File: src/rtl/gray_stream_decoder_pkg.sv
// Shared defaults and slot-to-bit mapping for the gray-slot feedback stream decoder.
package gray_stream_decoder_pkg;

  localparam int SLOTS_DEF   = 10;
  localparam int PHASE_W_DEF = SLOTS_DEF + 1;

  // Slot 1 is the most frequent toggle and carries the word MSB.
  function automatic int slot_to_bit(input int slots, input int s);
    return slots - s;
  endfunction

endpackage

File: src/rtl/gray_stream_decoder_if.sv
// Stream input and decoded-word output bundle of gray_stream_decoder.
interface gray_stream_decoder_if
  import gray_stream_decoder_pkg::*;
#(
  parameter int SLOTS   = SLOTS_DEF,
  parameter int PHASE_W = PHASE_W_DEF
);

  logic               en;
  logic               sync;
  logic               stream_in;
  logic [SLOTS-1:0]   word_out;
  logic               word_valid;
  logic [PHASE_W-1:0] ones_out;
  logic               conflict;
  logic [PHASE_W-1:0] phase;

  modport master (
    output en, sync, stream_in,
    input  word_out, word_valid, ones_out, conflict, phase
  );

  modport slave (
    input  en, sync, stream_in,
    output word_out, word_valid, ones_out, conflict, phase
  );

endinterface

File: src/rtl/gray_stream_decoder_slot.sv
// Combinational slot decode: s = trailing zeros of (p+1) evaluated on PHASE_W+1 bits.
module gray_slot_decode #(
  parameter int SLOTS   = 10,
  parameter int PHASE_W = 11,
  parameter int SW      = 4
) (
  input  logic [PHASE_W-1:0] p_i,
  output logic [SW-1:0]      s_o,
  output logic               slot_valid_o
);

  logic [PHASE_W:0] q;

  // Scanning downward leaves the lowest set bit of p+1 in s_o.
  always_comb begin
    q = {1'b0, p_i} + (PHASE_W+1)'(1);
    s_o = '0;
    for (int i = PHASE_W; i >= 0; i--) begin
      if (q[i]) s_o = SW'(i);
    end
    slot_valid_o = (s_o != '0) && (int'(s_o) <= SLOTS);
  end

endmodule

File: src/rtl/gray_stream_decoder.sv
// Demultiplexes the gray-slot feedback stream back into a SLOTS-bit word once per frame,
// with a ones-density count and a repeated-sample consistency flag.
module gray_stream_decoder
  import gray_stream_decoder_pkg::*;
#(
  parameter int SLOTS   = SLOTS_DEF,
  parameter int PHASE_W = PHASE_W_DEF
) (
  input  logic                  clk,
  input  logic                  rstb,
  gray_stream_decoder_if.slave  bus
);

  localparam int SW = $clog2(PHASE_W + 1);
  localparam int BW = $clog2(SLOTS);

  logic [PHASE_W-1:0] phase_q;
  logic [SLOTS-1:0]   shadow_q, shadow_d;
  logic [SLOTS-1:0]   seen_q, seen_d;
  logic [PHASE_W-1:0] ones_q, ones_d;
  logic               conf_q, conf_d;
  logic [SLOTS-1:0]   word_out_q;
  logic [PHASE_W-1:0] ones_out_q;
  logic               conflict_q;
  logic               word_valid_q;

  logic [PHASE_W-1:0] p_cur;
  logic [SW-1:0]      slot;
  logic               slot_vld;
  logic [BW-1:0]      bidx;
  logic               frame_end;

  // A full frame of ones would be 2^PHASE_W; clamp instead of wrapping to zero.
  function automatic logic [PHASE_W-1:0] sat_inc(input logic [PHASE_W-1:0] a, input logic inc);
    if (inc && (a != '1)) return a + PHASE_W'(1);
    return a;
  endfunction

  assign p_cur     = bus.sync ? '0 : phase_q;
  assign frame_end = bus.en && !bus.sync && (phase_q == '1);
  assign bidx      = BW'(slot_to_bit(SLOTS, int'(slot)));

  gray_slot_decode #(
    .SLOTS   (SLOTS),
    .PHASE_W (PHASE_W),
    .SW      (SW)
  ) u_slot (
    .p_i          (p_cur),
    .s_o          (slot),
    .slot_valid_o (slot_vld)
  );

  // Sync restarts the frame in this same cycle, so accumulators start from zero.
  always_comb begin
    shadow_d = bus.sync ? '0 : shadow_q;
    seen_d   = bus.sync ? '0 : seen_q;
    conf_d   = bus.sync ? 1'b0 : conf_q;
    ones_d   = sat_inc(bus.sync ? '0 : ones_q, bus.stream_in);
    if (slot_vld) begin
      if (!seen_d[bidx]) begin
        shadow_d[bidx] = bus.stream_in;
        seen_d[bidx]   = 1'b1;
      end else if (shadow_d[bidx] != bus.stream_in) begin
        conf_d = 1'b1;
      end
    end
  end

  always_ff @(posedge clk) begin
    if (!rstb) begin
      phase_q      <= '0;
      shadow_q     <= '0;
      seen_q       <= '0;
      ones_q       <= '0;
      conf_q       <= 1'b0;
      word_out_q   <= '0;
      ones_out_q   <= '0;
      conflict_q   <= 1'b0;
      word_valid_q <= 1'b0;
    end else begin
      word_valid_q <= 1'b0;
      if (bus.en) begin
        phase_q <= p_cur + PHASE_W'(1);
        if (frame_end) begin
          word_out_q   <= shadow_d;
          ones_out_q   <= ones_d;
          conflict_q   <= conf_d;
          word_valid_q <= 1'b1;
          shadow_q     <= '0;
          seen_q       <= '0;
          ones_q       <= '0;
          conf_q       <= 1'b0;
        end else begin
          shadow_q <= shadow_d;
          seen_q   <= seen_d;
          ones_q   <= ones_d;
          conf_q   <= conf_d;
        end
      end
    end
  end

  assign bus.word_out   = word_out_q;
  assign bus.word_valid = word_valid_q;
  assign bus.ones_out   = ones_out_q;
  assign bus.conflict   = conflict_q;
  assign bus.phase      = phase_q;

endmodule

File: src/flat_wrapper.sv
// flat-port wrapper written by rule: the top's interface ports become plain ports
module gray_stream_decoder_flat import gray_stream_decoder_pkg::*;
#(
  parameter int SLOTS   = SLOTS_DEF,
  parameter int PHASE_W = PHASE_W_DEF
)
  (clk, rstb, bus_en, bus_sync, bus_stream_in, bus_word_out, bus_word_valid, bus_ones_out, bus_conflict, bus_phase);
  gray_stream_decoder_if #(.SLOTS(SLOTS), .PHASE_W(PHASE_W)) bus_i ();
  input  logic clk;
  input  logic rstb;
  input wire logic [$bits(bus_i.en)-1:0] bus_en;
  input wire logic [$bits(bus_i.sync)-1:0] bus_sync;
  input wire logic [$bits(bus_i.stream_in)-1:0] bus_stream_in;
  output wire logic [$bits(bus_i.word_out)-1:0] bus_word_out;
  output wire logic [$bits(bus_i.word_valid)-1:0] bus_word_valid;
  output wire logic [$bits(bus_i.ones_out)-1:0] bus_ones_out;
  output wire logic [$bits(bus_i.conflict)-1:0] bus_conflict;
  output wire logic [$bits(bus_i.phase)-1:0] bus_phase;
  assign bus_i.en = bus_en;
  assign bus_i.sync = bus_sync;
  assign bus_i.stream_in = bus_stream_in;
  assign bus_word_out = bus_i.word_out;
  assign bus_word_valid = bus_i.word_valid;
  assign bus_ones_out = bus_i.ones_out;
  assign bus_conflict = bus_i.conflict;
  assign bus_phase = bus_i.phase;
  gray_stream_decoder #(.SLOTS(SLOTS), .PHASE_W(PHASE_W)) u_core (.clk(clk), .rstb(rstb), .bus(bus_i));
endmodule
File: config.mk
export PLATFORM = sky130hd
export DESIGN_NAME = gray_stream_decoder_flat
export DESIGN_NICKNAME = d
export VERILOG_FILES = /design/src/rtl/gray_stream_decoder_pkg.sv /design/src/rtl/gray_stream_decoder_if.sv /design/src/rtl/gray_stream_decoder_slot.sv /design/src/rtl/gray_stream_decoder.sv /design/src/flat_wrapper.sv
export SDC_FILE = /design/constraint.sdc
export NUM_CORES = 1
export LEC_CHECK = 0
export ABC_AREA = 1
export CORE_MARGIN = 1
export CORE_UTILIZATION = 60
export CTS_CLUSTER_SIZE = 8
export DETAILED_ROUTE_END_ITERATION = 10
export PLACE_DENSITY = 0.83
export SETUP_SLACK_MARGIN = 0.3
export SLEW_MARGIN = 30
export SYNTH_ARGS = -nofsm -noshare
export SYNTH_HDL_FRONTEND = slang
export SYNTH_SLANG_ARGS = --single-unit
export TNS_END_PERCENT = 20
File: constraint.sdc
create_clock -name clk -period 12.86 [get_ports clk]
set_clock_uncertainty 0.05 [all_clocks]
set_input_delay 2.572 -clock clk [delete_from_list [all_inputs] [get_ports clk]]
set_output_delay 2.572 -clock clk [all_outputs]
set_load 0.1 [all_outputs]
* After elaboration in Yosys (flattened, before gate mapping) *
Cells that the tools add are included.

storage, ports and cells
  output and inout port bits = 34
  input bits = 5
  logic and storage cells = 68
  register bits = 66

operators by class
  multiplexer cells = 39
  add/subtract/negate cells = 4
  bitwise logic cells = 1
  order comparisons = 3
  equality and inequality tests = 3
  reduce and logical (&&, ||, !) cells = 9

operator list
  cell                     number
  $mux W10                 8
  $mux W11                 5
  $mux W4                  12
  $add A11 B1 Y11 const B  2
  $add A11 B1 Y12 const B  1
  $eq A11 B11 Y1 const B   1
  $ne A11 B11 Y1 const B   1
  $bwmux W10               1
  $mux W1                  10
  $or A10 B10 Y10          1
  $bmux W1 S4              2
  $logic_and A1 B1 Y1      5
  $lt A4 B5 Y1 const B     1
  $demux W1 S4             1
  $ge A4 B1 Y1 const B     1
  $le A4 B4 Y1 const B     1
  $reduce_and A2 Y1        2
  $reduce_bool A4 Y1       1
  $sub A4 B4 Y4 const A    1
  $logic_not A1 Y1         1
  $ne A1 B1 Y1             1

* Logic depth before layout (Yosys ltp) *
Gate-level depths: netlist of the first run.

  word-level depth = 23
  gate-level depth with buffers = 40

* By module *
A second synthesis of the first run with hierarchy kept.

unflattened totals
  cells, all modules = 684
  area, all modules = 4146.5 um^2

by module, submodules not included
  module               cells an instance  sequential area each (um^2)  instances  area an instance (um^2)
  gray_stream_decoder  604                1321.3                       1          3756.1
  gray_slot_decode     80                 0.0                          1          390.4

* Worst setup path after synthesis of the first run *
OpenSTA, ideal clock, no wires.

  path kind = in2reg
  from = input port bus_sync
  to = register u_core.word_out_q[2], in the netlist u_core.bus.word_out[2]
  arrival = 5976 ps
  slack = 6725 ps
  stages = 40
  library setup time = 109 ps
  cells stage by stage = inv_2 -> buf_6 -> nand2_2 -> inv_1 -> clkbuf_1 -> ha_1 -> inv_1 -> nor3_4 -> nand2_2 -> nor2_1 -> nand2_1 -> nand2_1 -> nand2_1 -> nand2_1 -> nand2_1 -> nand2_1 -> nand2_1 -> nand2_1 -> [... 4 more ...] -> inv_1 -> ha_1 -> inv_1 -> nor2_2 -> inv_2 -> nand2_2 -> inv_2 -> nor2_2 -> nand2_1 -> nand2_1 -> nor2_2 -> buf_6 -> nand3_1 -> nand2_1 -> nand2_1 -> nand2_1 -> nand2_1 -> inv_1

between the ends
  cells in the longest elaborated chain, start to end = 22

ends and longest elaborated chain
  what                                                                       RTL line                        text
  start: declaration                                                         flat_wrapper.sv:12              input wire logic [$bits(bus_i.sync)-1:0] bus_sync;
  $mux W11                                                                   gray_stream_decoder.sv:39       assign p_cur = bus.sync ? '0 : phase_q;
  $add A11 B1 Y12                                                            gray_stream_decoder_slot.sv:16  q = {1'b0, p_i} + (PHASE_W+1)'(1);
  $mux W4 (12 in series)                                                     gray_stream_decoder_slot.sv:19  if (q[i]) s_o = SW'(i);
  $sub A4 B4 Y4                                                              gray_stream_decoder_pkg.sv:9    return slots - s;
  $lt A4 B5 Y1 (implied by the code) / $ge A4 B1 Y1 (equally long branches)  gray_stream_decoder.sv:61       shadow_d[bidx] = bus.stream_in;
  $logic_and A1 B1 Y1 (implied by the code)                                  gray_stream_decoder.sv:61
  $mux W1 (implied by the code)                                              gray_stream_decoder.sv:61
  $demux W1 S4                                                               --
  $bwmux W10                                                                 gray_stream_decoder.sv:61
  $mux W10                                                                   gray_stream_decoder.sv:60       if (!seen_d[bidx]) begin
  $mux W10                                                                   gray_stream_decoder.sv:59       if (slot_vld) begin
  end signal: assignment                                                     gray_stream_decoder.sv:85       word_out_q <= shadow_d;
  end: declaration                                                           gray_stream_decoder.sv:22       logic [SLOTS-1:0] word_out_q;

Several ways; a longest one is shown, not always the timed one. The select of a mux whose other input is x is not followed.
A chain may end at the register's enable or synchronous reset.

* Worst setup path in the final report of the first run *
  from = input port bus_sync
  to = register u_core.word_out_q[9], in the netlist u_core.bus.word_out[9]

The elaborated chain is that of the path after synthesis.

==> run_results.csv, run 1 <==
group,metric,value,unit
run_status,status,"complete, no violations",
global_route,grt_pass1_vias,3602,
worst_setup_path,cp_slowest_cell,"inv_2",
clock_network,clock-sinks,66,
worst_setup_path,end_kind,"register",
timing,setup_viol,0,
finish,drive_above_1_share,7.958,%
worst_setup_path,path_class,"in2reg",
drt,ant_nets,0,
logic_synthesis,synth.avg_cell_area,6.189,um2
timing,fin_crit,7467,ps
timing,fin_crit_sh,58.06,%
finish,nets,672,
logic_synthesis,syn_inst,635,
timing,slew_violations,0,
die,die_h,82.93,um
clock_network,numCtsBuffers,9,
timing,rsz0062_at_grt,"false",
clock_network,clock_latency,340,ps
finish,diodes,0,
clock_network,cts_root_buffer,"clkbuf_8",
clock_network,clk_pin_slew,70,ps
global_route,grt_util_met3,6.262,%
global_route,grt_first_pass_wirelength,17.15,mm
timing,fmax,0.1339,GHz
timing,hold_viol_final,0,
timing,finalWorstSetupSlack,5393,ps
place,place_congestion,1.021,
place,portBuffers,38,
die,coreArea,6350,um2
worst_setup_path,cpPeakStageDelay,420,ps
global_route,antenna_found_initial,0,
logic_synthesis,synth_seq_cells,66,
timing,setup_tns,0,ps
clock_network,ctsResizeCount,0,
worst_setup_path,arrival,7650,ps
logic_synthesis,netlist_area,3930,um2
die,rows,29,
die,initial_core_util,61.89,%
place,dp_hpwl,7.436,mm
drt,drt_wl_total,10.27,mm
global_route,use_met2,48.96,%
clock_network,cts_max_level,3,
die,ios,39,
die,die_area,6877,um2
logic_synthesis,yosysWarningCount,0,
clock_network,cts_tree,"done",
clock_network,clock_path_buffers,2,
hold_path,hp-class,"reg2reg",
logic_synthesis,ys_types,35,
global_route,grt.overflow.total,0,
drt,wl_per_cell,13.82,um
place,pre_cts_ws,5110,ps
global_route,grt_usage,30.70,%
clock_network,hold_buffers,0,
drt,vias_per_cell,5.466,
global_route,grt-busiest-layer,"met2",
pwr,ir_worst_vdd,0.00008063,V
logic_synthesis,synth_fp_nets,646,
worst_setup_path,critPathMostFrequentCell,"nand2_1",
timing,tightest_slew,1010,ps
timing,max-slew-margin-rel,32.45,%
pwr,p_leak,2.050,nW
global_route,grt_max_degree,55,
drt,vias,4061,
worst_setup_path,startpoint_type,"input pin",
drt,dr.first_iter.drc_count,308,
pwr,power_density,97.45,nW/um2
finish,final_util,70.86,%
die,die_w,82.93,um
finish,syn_to_final_growth,14.49,%
place,postPlaceCellArea,4313,um2
worst_setup_path,cp_max_fo,29,
drt,drc_errors,0,
logic_synthesis,seq_area_frac_synth,33.62,%
finish,final_area,4499,um2
flow_run,cap_violations,0,
global_route,met1_usage,41.86,%
worst_setup_path,cp.required,13040,ps
clock_network,post_cts_buffers,0,
drt,firstDrtPassIters,8,
[synthesized netlist by cell type]
cell type  count  share of area, %
a21oi_1       39               5.0
a21oi_2        1              0.22
a32o_1         1              0.25
and3_1         1              0.16
buf_1          2              0.19
buf_2          1              0.13
buf_4          1              0.19
buf_6          3              0.86
clkbuf_1      19               1.8
clkinv_1       1             0.095
dfxtp_1       66                34
ha_1           6               1.9
inv_1         82               7.8
inv_2         10              0.96
nand2_1      176                17
nand2_2        9               1.4
nand2_4        1              0.29
nand3_1       49               6.2
nand3b_1       2              0.38
nand4_1        6              0.96
nor2_1        78               7.4
nor2_2         7               1.1
nor3_1         5              0.64
nor3_2         1              0.25
nor3_4         1              0.41
nor4_1         3              0.48
o211ai_1       6               1.1
o21a_1         1              0.19
o21ai_0       27               3.4
o21ai_1       13               1.7
o21ai_2        3              0.67
o22ai_1        1              0.16
xnor2_1        3              0.67
xnor2_2        1              0.41
xor2_1         9               2.0
[critical path, delay by kind of cell]
family                   cells  cell delay (ps)
XOR/XNOR                     1              170
AND/OR/NAND/NOR             19             2340
buffers and inverters        8             1680
AO/OA/AOI/OAI                2              240
adder cells (fa/ha/maj)      2              620
[worst paths after layout]
kind / cells past startpoint / start / endpoint / slack (ps)
worst min register to register: 2 / u_core.seen_q[1]$_SDFFE_PN0P_ / u_core.seen_q[1]$_SDFFE_PN0P_ / 420
worst max register to register: 29 / u_core.bus.phase[0]$_SDFFE_PN0P_ / u_core.bus.word_out[9]$_SDFFE_PN0P_ / 8250
worst max-delay path: 32 / bus_sync / u_core.bus.word_out[9]$_SDFFE_PN0P_ / 5390
worst min-delay path: 2 / u_core.seen_q[1]$_SDFFE_PN0P_ / u_core.seen_q[1]$_SDFFE_PN0P_ / 420
[routing by layer]
metal	wire [um]	part of all wire, %	vias up
met4	139	1.4	0
met1	4687	46	1836
li1	-	-	2036
met2	4655	45	174
met5	0	0	-
met3	788	7.7	15
[state kept, by name (all words and copies together) (netlist names)]
| name | flops |
|---|---|
| u_core.bus.ones_out | 11 |
| u_core.bus.phase | 11 |
| u_core.ones_q | 11 |
| u_core.bus.word_out | 10 |
| u_core.seen_q | 10 |
| u_core.shadow_q | 10 |
| u_core.bus.conflict | 1 |
| u_core.bus.word_valid | 1 |
| u_core.conf_q | 1 |
[logic make-up after synthesis]
| kind of cell | share of synthesized area [%] |
|---|---|
| xor gates and xnor gates | 3.089 |
| adders and majority gates | 1.910 |
| and+or+nand+nor | 36.61 |
| DFF | 33.62 |
| AOI/OAI and AO/OA | 12.70 |
| buffers and inverters | 12.07 |
[layout by cell type (no fill, tap or decap)]
| master | count |
|---|---|
| nand2_1 | 176 |
| inv_1 | 82 |
| nor2_1 | 77 |
| dfxtp_1 | 66 |
| nand3_1 | 49 |
| a21oi_1 | 39 |
| clkdlybuf4s50_1 | 38 |
| o21ai_0 | 27 |
| o21ai_1 | 13 |
| inv_2 | 10 |
| nand2_2 | 9 |
| xor2_1 | 9 |
| clkbuf_8 | 9 |
| nor2_2 | 8 |
| nand4_1 | 6 |
| o211ai_1 | 6 |
| ha_1 | 6 |
| nor3_1 | 5 |
| o21ai_2 | 3 |
| xnor2_1 | 3 |
| buf_4 | 3 |
| nand3b_1 | 2 |
| nor4_1 | 2 |
| clkinv_2 | 2 |
| clkinvlp_4 | 2 |
| clkbuf_1 | 2 |
| nor3_4 | 1 |
| xnor2_2 | 1 |
| o21a_1 | 1 |
| a21oi_2 | 1 |
| nand2_4 | 1 |
| nor3_2 | 1 |
| nor4_2 | 1 |
| clkinv_1 | 1 |
| a32o_1 | 1 |
| and3_1 | 1 |
| o22ai_1 | 1 |
| bufinv_16 | 1 |
[power by group]
part | switching, mW | internal (mW) | total, mW
logic | 0.0451 | 0.0136 | 0.0587
registers | 0.00332 | 0.207 | 0.210
clock network | 0.0806 | 0.0890 | 0.170
total | 0.129 | 0.309 | 0.438
[metrics by stage]
stage,hold WS [ps],instances,total power [mW]
floorplan,393.7,635,0.2603
global placement,401.9,727,0.2722
detailed placement,407.8,727,0.2726
CTS,418.3,743,0.4384
global route,431.7,743,0.4543
finish,420.3,743,0.4384
[layout make-up]
cell class	count	area, um2
multi-input combinational	450	2143
timing repair buffer	41	402.9
clock inverter	5	55.05
tap	77	96.34
inverter	93	349.1
clock buffer	11	131.4
fill	543	1851
sequential	66	1321
(Power assumes the default switching activity.)
==> run 2, diff against run 1 <==
Settings changed: CORE_UTILIZATION 60 to 52, PLACE_DENSITY 0.83 to 0.77.
Clock period 12.86 ns to 6.6 ns, I/O delays scaled along.
==> run 2 against run 1 <==
  * Sequential cell count did not move
  * Highest routed layer unchanged
  * Final area increased by 1.4%
  * First-iteration DRC count rose by 12%
  * Non-clock buffer count grew 3
  * Total power up 99%
  * Largest cell class unchanged
  * Core utilization is 8.3 points lower
  * Critical path depth up 3
  * Die area increased by 15%
  * Critical path type unchanged
  * Sequential share of layout area is 0.42 points lower
  * Count of clock-buffer cells in the layout is 1 lower
  * Sequential power up 95%
==> run_results.csv, run 2 (same netlist as run 1, synthesis figures left out) <==
group,metric,value,unit
timing,hold_viol_final,0,
timing,finalWorstSetupSlack,1259,ps
worst_setup_path,cp_slowest_cell,"clkdlybuf4s50_1",
clock_network,clk_pin_slew,80,ps
worst_setup_path,cp.depth,35,
drt,vias,3995,
die,rows,31,
timing,setup_tns,0,ps
hold_path,hp-class,"reg2reg",
clock_network,clock_path_buffers,2,
worst_setup_path,r2r_cells,33,
die,coreArea,7292,um2
finish,final_cell_mix,"nand2_1 (176), inv_1 (82), nor2_1 (77), dfxtp_1 (66), nand3_1 (49)",
drt,drt_wl_total,10.40,mm
clock_network,cts_max_level,3,
pwr,power.total,0.8742,mW
global_route,grt_usage,28.84,%
worst_setup_path,crit_buf_inv,10,
clock_network,ctsResizeCount,0,
clock_network,cts_root_buffer,"clkbuf_8",
pwr,power_density,191.5,nW/um2
worst_setup_path,path_class,"in2reg",
finish,drive_above_1_share,8.670,%
pwr,p_leak,2.073,nW
clock_network,clock-sinks,66,
timing,tightest_slew,976.5,ps
die,die_w,88.94,um
worst_setup_path,critPathMostFrequentCell,"nand2_1",
timing,slew_violations,0,
timing,max-slew-margin-rel,34.70,%
worst_setup_path,cp.required,6790,ps
clock_network,hold_buffers,0,
finish,final_common_cell,"nand2_1",
drt,drc_errors,0,
global_route,grt_max_degree,55,
flow_run,cap_violations,0,
finish,final_cells,768,
worst_setup_path,cpLargestDelayFamily,"simple AND/OR/NAND/NOR gates",
die,initial_core_util,53.89,%
clock_network,cts_tree,"done",
timing,fin_crit,5341,ps
worst_setup_path,cpPeakStageDelay,440,ps
clock_network,clock_latency,340,ps
pwr,ir_worst_vdd,0.0001201,V
global_route,grt_pass1_vias,3532,
worst_setup_path,cp_max_fo,15,
finish,syn_to_final_growth,16.14,%
clock_network,post_cts_buffers,0,
timing,setup_viol,0,
worst_setup_path,startpoint_type,"input pin",
timing,fmax,0.1872,GHz
global_route,grt_first_pass_wirelength,17.27,mm
die,die_area,7909,um2
timing,fin_crit_sh,80.92,%
die,ios,39,
place,dp_hpwl,7.349,mm
drt,dr.first_iter.drc_count,345,
drt,firstDrtPassIters,5,
drt,ant_nets,0,
drt,wl_per_cell,13.54,um
timing,rsz0062_at_grt,"false",
clock_network,numCtsBuffers,9,
place,dp.cells,752,
worst_setup_path,arrival,5530,ps
place,portBuffers,38,
finish,diodes,0,
worst_setup_path,end_kind,"register",
die,die_h,88.94,um
run_status,status,"complete, no violations",
finish,final_util,62.59,%
global_route,antenna_found_initial,0,
hold_path,whs_path_depth,2,
finish,nets,675,
global_route,grt.overflow.total,0,
place,pre_cts_ws,914.3,ps
place,place_congestion,0.9139,
drt,vias_per_cell,5.202,
run 2: worst paths after layout:
kind	slack, ps	endpoint	startpoint
worst min register to register	420	u_core.seen_q[0]$_SDFFE_PN0P_	u_core.seen_q[0]$_SDFFE_PN0P_
worst max-delay path	1260	u_core.bus.word_out[7]$_SDFFE_PN0P_	bus_sync
worst max register to register	2290	u_core.bus.word_out[7]$_SDFFE_PN0P_	u_core.bus.phase[0]$_SDFFE_PN0P_
worst min-delay path	420	u_core.seen_q[0]$_SDFFE_PN0P_	u_core.seen_q[0]$_SDFFE_PN0P_
run 2: area by class of cell:
cell class / instances / area (um2)
Fill cell: 716 / 2728
Multi-Input combinational cell: 450 / 2143
Sequential cell: 66 / 1321
Timing Repair Buffer: 44 / 425.4
Inverter: 93 / 349.1
Clock buffer: 10 / 137.6
Tap cell: 99 / 123.9
Clock inverter: 6 / 63.81
run 2: power by group:
group | switching (mW) | leakage [nW] | total, mW | internal (mW)
Combinational | 0.0881 | 1.44 | 0.116 | 0.0277
Clock | 0.165 | 0.0987 | 0.349 | 0.185
Sequential | 0.00635 | 0.534 | 0.409 | 0.403
Total | 0.259 | 2.07 | 0.874 | 0.615
run 2: tightest hold or removal path: stages, from the launching register on:
cell     delay (ps)
dfxtp_1         320
nand2_1          60
a21oi_1          50
run 2: layer usage:
layer  up-vias  share of wire, %  track usage (%)
li1       2045                 -                -
met5         -                 0                0
met1      1787                45            39.97
met2       153                46            45.10
met4         0              0.93            7.792
met3        10               7.8            6.925
run 2: through the flow:
stage               hold WS, ps  cell area, um2
finish                    420.1            4564
global route              438.0            4564
CTS                       421.9            4564
detailed placement        412.2            4363
global placement          401.1            4357
floorplan                 393.7            3930
==> run 3, diff against run 2 <==
Clock period 6.6 ns to 4.4 ns, I/O delays scaled along.
==> run 3 against run 2 <==
  * Via count rose by 5.6%
  * Sequential cell count is the same
  * First-iteration DRC count down 35%
  * Global-route usage grew 0.24 points
  * Sequential power up 50%
  * Register-to-register slack worse by 1400 ps
  * Worst hold slack got worse by 2.3 ps
  * Wire length up 4.2%
  * Critical path depth fell by 9
  * Count of clock-buffer cells in the layout shrank 1
==> run_results.csv, run 3 (same netlist as run 1, synthesis figures left out) <==
group,metric,value,unit
worst_setup_path,cp_max_fo,4,
timing,hold_viol_final,0,
worst_setup_path,ff2ff_setup_slack,860,ps
finish,fillerInstances,697,
pwr,power.total,1.344,mW
clock_network,clock_path_buffers,2,
drt,firstDrtPassIters,5,
worst_setup_path,startpoint_type,"input pin",
clock_network,clock_latency,350,ps
clock_network,cts_tree,"done",
drt,vias_per_cell,5.144,
timing,setup_tns,0,ps
timing,finalWorstSetupSlack,620.6,ps
drt,dr_wl_met3,692,um
place,pre_cts_ws,-284.8,ps
drt,drc_errors,0,
global_route,grt_first_pass_wirelength,17.63,mm
global_route,grt_pass1_vias,3742,
flow_run,cap_violations,0,
timing,fmax,0.2646,GHz
clock_network,cts_max_level,3,
timing,fin_crit_sh,85.90,%
drt,highest_layer,"met4",
drt,drt_wl_total,10.84,mm
worst_setup_path,startpoint,"bus_sync",
pwr,ir_worst_vdd,0.0001531,V
place,portBuffers,38,
clock_network,clock-sinks,66,
timing,fin_crit,3779,ps
pwr,power_density,268.3,nW/um2
finish,syn_to_final_growth,27.41,%
worst_setup_path,path_class,"in2reg",
finish,final_util,68.67,%
pwr,switching_share,30.48,%
clock_network,cts_root_buffer,"clkbuf_8",
timing,rsz0062_at_grt,"true",
worst_setup_path,arrival,3970,ps
worst_setup_path,crit_end,"u_core.bus.word_out[1]$_SDFFE_PN0P_",
die,initial_core_util,53.89,%
global_route,antenna_found_initial,0,
drt,met1Wirelength,4.864,mm
global_route,grt_usage,29.08,%
timing,tightest_slew,979.2,ps
finish,nets,727,
timing,max-slew-margin-rel,34.52,%
finish,final_cell_mix,"nand2_1 (173), nor2_1 (76), inv_1 (75), dfxtp_1 (65), buf_4 (57)",
drt,vias,4218,
worst_setup_path,end_kind,"register",
timing,slew_violations,0,
pwr,p_leak,2.319,nW
finish,diodes,0,
finish,drive_above_1_share,17.75,%
worst_setup_path,r2r-end,"u_core.bus.word_out[1]$_SDFFE_PN0P_",
finish,final_common_cell,"nand2_1",
die,coreArea,7292,um2
worst_setup_path,cp.required,4590,ps
die,ios,39,
pwr,power.internal,0.9340,mW
global_route,grt_max_degree,55,
worst_setup_path,r2r_cells,24,
drt,dr.first_iter.drc_count,224,
run_status,status,"complete, no violations",
place,place_congestion,0.9269,
place,dp_hpwl,7.921,mm
die,die_h,88.94,um
pwr,power_frac_comb,15.5,%
clock_network,clk_pin_slew,80,ps
die,rows,31,
hold_path,hp-class,"reg2reg",
die,die_w,88.94,um
drt,wl_per_cell,13.22,um
clock_network,hold_buffers,0,
worst_setup_path,r2r-start,"u_core.bus.phase[1]$_SDFFE_PN0P_",
pwr,seqPwrFrac,45.7,%
global_route,grt.overflow.total,0,
die,die_area,7909,um2
clock_network,numCtsBuffers,9,
drt,ant_nets,0,
pwr,clkPwrFrac,38.8,%
drt,dr_wl_met2,5.113,mm
pwr,p_sw,0.4096,mW
timing,setup_viol,0,
==> run 3: changes by cell type in the layout (fill, tap and decap cells not counted), sizes merged <==
cell           previous run  this run
inv                      93        94
clkdlybuf4s50            38        37
buf                       6        58
==> run 3: timing repair <==
item                                    4_1_cts  5_1_grt
pin swaps                                     3       10
setup buffers                                 5        2
endpoints found under the setup margin       29       32
resized for setup                             6       17
==> run 3: stage by stage <==
stage | cells | cell area (um2) | hold slack, ps
floorplan | 635 | 3956 | 393.7
global placement | 797 | 4706 | 401.8
detailed placement | 797 | 4706 | 409.0
CTS | 818 | 4962 | 420.1
global route | 820 | 5007 | 435.2
finish | 820 | 5007 | 417.9
==> run 3: routing by layer <==
metal,vias to the layer above,track usage [%]
li1,2155,-
met5,-,0
met1,1901,38.13
met2,145,48.88
met4,0,9.524
met3,17,4.894
==> run 3: layout make-up <==
class / instances / area, um2 / share of cell area [%]
clock inverters: 7 / 76.32 / 1.524
well taps: 99 / 123.9 / 2.474
inverters: 93 / 349.1 / 6.972
clock buffers: 9 / 123.9 / 2.474
flip-flops and latches: 66 / 1323 / 26.41
repair buffers: 96 / 818.3 / 16.34
multi-input cells: 450 / 2193 / 43.80
==> run 3: worst min path at each step <==
stage                     slack [ps]                         endpoint  depth (start not counted)                       startpoint
after detailed placement         410    u_core.seen_q[1]$_SDFFE_PN0P_                          2    u_core.seen_q[1]$_SDFFE_PN0P_
final                            420    u_core.seen_q[0]$_SDFFE_PN0P_                          2    u_core.seen_q[0]$_SDFFE_PN0P_
after floorplan                  390    u_core.ones_q[0]$_SDFFE_PN0P_                          2    u_core.ones_q[0]$_SDFFE_PN0P_
after global routing             440       u_core.conf_q$_SDFFE_PN0P_                          2       u_core.conf_q$_SDFFE_PN0P_
after global placement           400  u_core.shadow_q[6]$_SDFFE_PN0P_                          2  u_core.shadow_q[6]$_SDFFE_PN0P_
after CTS                        420  u_core.shadow_q[7]$_SDFFE_PN0P_                          2  u_core.shadow_q[7]$_SDFFE_PN0P_
==> run 3: worst max-delay path, cell delays in order <==
cell and delay [ps]:
clkbuf_2 120, inv_2 90, nand2_2 60, inv_2 60
ha_2 160, inv_2 50, nor3_4 150, nand2_2 120
o21ai_0 240, nand3b_1 130, nand3_1 80, nand2_1 50
nand2_1 60, a21oi_2 60, buf_4 130, ha_1 180
inv_2 100, o21ai_0 80, o21ai_1 220, inv_2 100
nor3_4 250, nand4_1 200, nand2_1 130, nand2_2 70
o21ai_2 130, inv_1 50
==> run 3: power groups by stage <==
stage / combinational [mW] / sequential, mW / clock (mW)
global placement: 0.198 / 0.627 / 0
global route: 0.224 / 0.616 / 0.558
floorplan: 0.0950 / 0.668 / 0
detailed placement: 0.198 / 0.628 / 0
CTS: 0.202 / 0.614 / 0.526
finish: 0.208 / 0.614 / 0.521
==> edit 1, RTL diff (config.mk and constraints of run 2) <==
Reset style: asynchronous (`rstb`), changed in one clocked block.
--- a/src/rtl/gray_stream_decoder.sv
+++ b/src/rtl/gray_stream_decoder.sv
@@ -66,7 +66,7 @@
     end
   end
 
-  always_ff @(posedge clk) begin
+  always_ff @(posedge clk or negedge rstb) begin
     if (!rstb) begin
       phase_q      <= '0;
       shadow_q     <= '0;
Behaviour: differs if rstb is asserted again (counterexample within 4 cycles, from zero or initial values and one cycle with rstb low); with rstb held inactive, the same outputs for 10 cycles.
==> edit 1 against run 2 <==
Combinational power up 22%; routed wire length down 3.4%; sequential cell count unchanged; worst setup slack worse by 360 ps; critical path depth down 2; worst hold slack better by 11 ps; synthesized area up 3.8%; power up 5.2%; cell area up 3.6%; sequential power up 3%; clock power up 3%; largest power group unchanged.
==> edit 1: results (changes against run 2) <==
Timing
  – Hold Worst Slack: 431 ps (was 420 ps)
  – Slew HR: 34.4% (was 34.7%)

Logic synthesis
  – Post-synthesis net count: 576 (was 646)
  – Synth area leaders: dfrtp_1 (41%), nand2_1 (17%), inv_1 (5.5%), o21ai_0 (4.8%), nand3_1 (4.4%) (was dfxtp_1 (34%), nand2_1 (17%), inv_1 (7.8%), nor2_1 (7.4%), nand3_1 (6.2%))
  – Commonest cells post-synth: nand2_1 (184), dfrtp_1 (66), inv_1 (60) (was nand2_1 (176), inv_1 (82), nor2_1 (78))
  – Sequential area share after synthesis: 40.5% (was 33.6%)
  – Synth Area in Adders: 1.84% (was 1.91%)
  – Post-Synth XOR/XNOR Area: 3.01% (was 3.09%)
  – Ys async rst share: 100% (was 0%)
  – Synth Flop Type: dfrtp_1 (was dfxtp_1)

Drt
  – DR WL/cell: 14.3 um (was 13.5 um)
  – Vias per Instance: 5.29 (was 5.20)

Hold path
  – Min-delay src: u_core.bus.word_out[7] (was u_core.seen_q[0])
  – Hold Crit Endpoint: u_core.bus.word_out[7] (was u_core.seen_q[0])

Global route
  – Met3 usage: 4.12% (was 6.93%)
  – Overall Global Routing Usage: 25.9% (was 28.8%)
  – Grt met2 use: 39.6% (was 45.1%)
  – Largest net degree at the start of global routing: 67 (was 55)
  – Met1 Track Usage GR: 37.5% (was 40.0%)

Finish
  – Cell Count, Final, Fillers Out: 704 (was 768)
  – FILL cells: 668 (was 716)
  – Share of cells above drive strength 1: 10.9% (was 8.67%)
  – Final layout net count: 611 (was 675)

Worst setup path
  – Worst Setup EP: u_core.seen_q[5] (was u_core.bus.word_out[7])
  – RR Startpoint: u_core.bus.phase[0] (unchanged)
  – Crit-path max cell delay: 520 ps (was 440 ps)
  – R2R setup slack: 2110 ps (was 2290 ps)
  – Crit path max fanout: 21 (was 15)
  – CP Data Arrival Time: 5840 ps (was 5530 ps)

Placement
  – Placer Congestion: 0.894 (was 0.914)
  – DP HPWL: 7230 um (was 7350 um)
  – Placed cell count: 688 (was 752)

Power
  – Leak: 0.00228 uW (was 0.00207 uW)

Outcome
  – Status: complete, no violations (unchanged)
==> edit 1: power by group through the flow <==
stage                     sequential (uW)  combinational, uW  clock, uW
after detailed placement              428                141          0
after global placement                428                139          0
after CTS                             420                141        362
after floorplan                       471               57.4          0
final                                 420                141        358
after global routing                  421                152        377
==> edit 1: layer usage <==
layer,wire (um),share of wire (%)
met4,136,1.4
met5,0,0
met1,4930,49
met2,4420,44
met3,564,5.6
==> edit 1: cell families after synthesis <==
family	Yosys count
buf+inv	91
simple gates	323
flops	66
fa+ha+maj	6
xor+xnor	14
compound gates	65
==> edit 1: final cells by class <==
type / count / area (um^2) / share of cell area (%)
Multi-Input combinational cell: 408 / 2060 / 43.6
Timing Repair Buffer: 43 / 413 / 8.73
Clock buffer: 11 / 141 / 2.99
Clock inverter: 5 / 62.6 / 1.32
Tap cell: 99 / 124 / 2.62
Inverter: 72 / 273 / 5.77
Sequential cell: 66 / 1650 / 34.9
==> edit 2, RTL diff (settings of run 2) <==
Made on the original files. Change the package constant `SLOTS_DEF` from 10 to 11.
--- a/src/rtl/gray_stream_decoder_pkg.sv
+++ b/src/rtl/gray_stream_decoder_pkg.sv
@@ -1,7 +1,7 @@
 // Shared defaults and slot-to-bit mapping for the gray-slot feedback stream decoder.
 package gray_stream_decoder_pkg;
 
-  localparam int SLOTS_DEF   = 10;
+  localparam int SLOTS_DEF   = 11;
   localparam int PHASE_W_DEF = SLOTS_DEF + 1;
 
   // Slot 1 is the most frequent toggle and carries the word MSB.
Interface: changed (resized bus_ones_out, bus_phase and bus_word_out); port bits go from 39 to 42. The function was not compared with the original's and may differ.
==> edit 2 against run 2 <==
Count of clock-buffer cells in the layout unchanged; sequential power increased by 9.3%; routed wire length up 2.6%; worst setup slack gained 250 ps; cell area increased by 7.7%; non-clock buffer count is the same; synthesized cell count is 5.8% higher; combinational power grew 10%; sequential cell count rose by 6; power grew 5.5%; synthesized area grew 9.1%; final cell count up 4.9%; first-iteration DRC count shrank 25%; critical path type unchanged.
==> edit 2: results (changes against run 2) <==
Power
  – Sequential Power: 447 uW (was 409 uW)
  – Gate power share: 13.9% (was 13.2%)
  – Switching share of power: 29.9% (was 29.6%)
  – Leak: 0.00219 uW (was 0.00207 uW)
  – Peak supply drop: 0.118 mV (was 0.120 mV)
  – Pwr Total: 922 uW (was 874 uW)

Drt
  – Initial DRC Count: 258 (was 345)
  – Via count: 4213 (was 3995)
  – Total wire length: 10700 um (was 10400 um)

Logic synthesis
  – Sequential area share after synthesis: 33.6% (about the same)
  – Yosys Warn Count: 0 (unchanged)
  – Ys async rst share: 0% (unchanged)
  – Synth area leaders: dfxtp_1 (34%), nand2_1 (15%), nor2_1 (8.6%), inv_1 (7.6%), a21oi_1 (5.3%) (was dfxtp_1 (34%), nand2_1 (17%), inv_1 (7.8%), nor2_1 (7.4%), nand3_1 (6.2%))
  – Synth cell types: 39 (was 35)
  – Commonest cells post-synth: nand2_1 (176), nor2_1 (98), inv_1 (87) (was nand2_1 (176), inv_1 (82), nor2_1 (78))
  – Post-synthesis net count: 680 (was 646)

Clocking
  – Post-CTS resize count: 0 (unchanged)
  – TritonCTS Buffers: 9 (unchanged)

Finish
  – Final layout net count: 707 (was 675)
  – FILL cells: 757 (was 716)
  – Share of cells above drive strength 1: 8.81% (was 8.67%)

Global route
  – Global-route wire length before repair: 17900 um (was 17300 um)
  – Vias in the first global route: 3839 (was 3532)
  – Overall Global Routing Usage: 26.1% (was 28.8%)
  – Largest net degree at the start of global routing: 65 (was 55)
  – Initial antenna violation count: 0 (unchanged)

Worst setup path
  – Kind of cell adding the most delay to the critical path: simple AND/OR/NAND/NOR gates (unchanged)
  – CP Data Arrival Time: 5280 ps (was 5530 ps)
  – Crit path max fanout: 30 (was 15)
  – Slowest cell on crit path: clkdlybuf4s50_1 (unchanged)
  – Crit-path max cell delay: 490 ps (was 440 ps)

Timing
  – Least-Margin Pin Slew: 980 ps (was 976 ps)

Placement
  – Place WS: 1170 ps (was 914 ps)
  – Placer Congestion: 0.988 (was 0.914)
  – DP HPWL: 7460 um (was 7350 um)
  – Placed instance area: 4720 um^2 (was 4360 um^2)
  – PortBufs: 41 (was 38)

Hold path
  – Hold/Removal Path Class: reg2reg (unchanged)

Outcome
  – Status: complete, no violations (unchanged)
[edit 2: cell types whose count changed in the layout (fill, tap and decap cells not counted), moves of 4 or more]
cell            run 2  this run
nand3_1            49        25
nor2_1             77        97
nand4_1             6        17
nand2_2             9         1
nand3_2             0         7
a21oi_1            39        45
dfxtp_1            66        72
inv_1              82        87
o21ai_0            27        32
nand2_4             1         5
[edit 2: metrics by stage]
step,util (%),std cells
CTS,62.7,806
finish,62.7,806
global route,62.7,806
floorplan,-,672
global placement,60.1,790
detailed placement,60.2,790
[edit 2: area by class of cell]
cell class,instances,area share [%]
well taps,102,2.60
multi-input cells,473,47.6
inverters,99,7.71
clock buffers,10,2.60
flip-flops and latches,72,29.3
repair buffers,44,8.80
clock inverters,6,1.40
[edit 2: cell families (layout without fill, tap and decap cells)]
logic type,after synthesis,in the layout,share of synthesized area (%)
XOR/XNOR,16,16,3.79
buffers and inverters,127,159,12.0
AO/OA/AOI/OAI,105,105,13.2
multiplexers,1,1,0.263
AND/OR/NAND/NOR,348,348,36.2
adder cells (fa/ha/maj),3,3,0.875
flip-flops,72,72,33.6
[edit 2: worst paths after layout]
kind | from | slack [ps] | end | cells past startpoint
max reg2reg | u_core.bus.phase[0] | 2790 | u_core.bus.word_out[6] | 22
max | bus_sync | 1510 | u_core.bus.word_out[6] | 24
min reg2reg | u_core.shadow_q[6] | 420 | u_core.shadow_q[6] | 2
min | u_core.shadow_q[6] | 420 | u_core.shadow_q[6] | 2
[edit 2: per-layer routing]
metal / part of all wire [%] / up-vias / global-route usage (%) / routed length (um)
li1: - / 2171 / - / -
met4: 2.6 / 0 / 12.4 / 282
met1: 46 / 1903 / 33.4 / 4950
met5: 0 / - / 0 / 0
met2: 46 / 115 / 43.1 / 4960
met3: 4.5 / 24 / 3.45 / 479
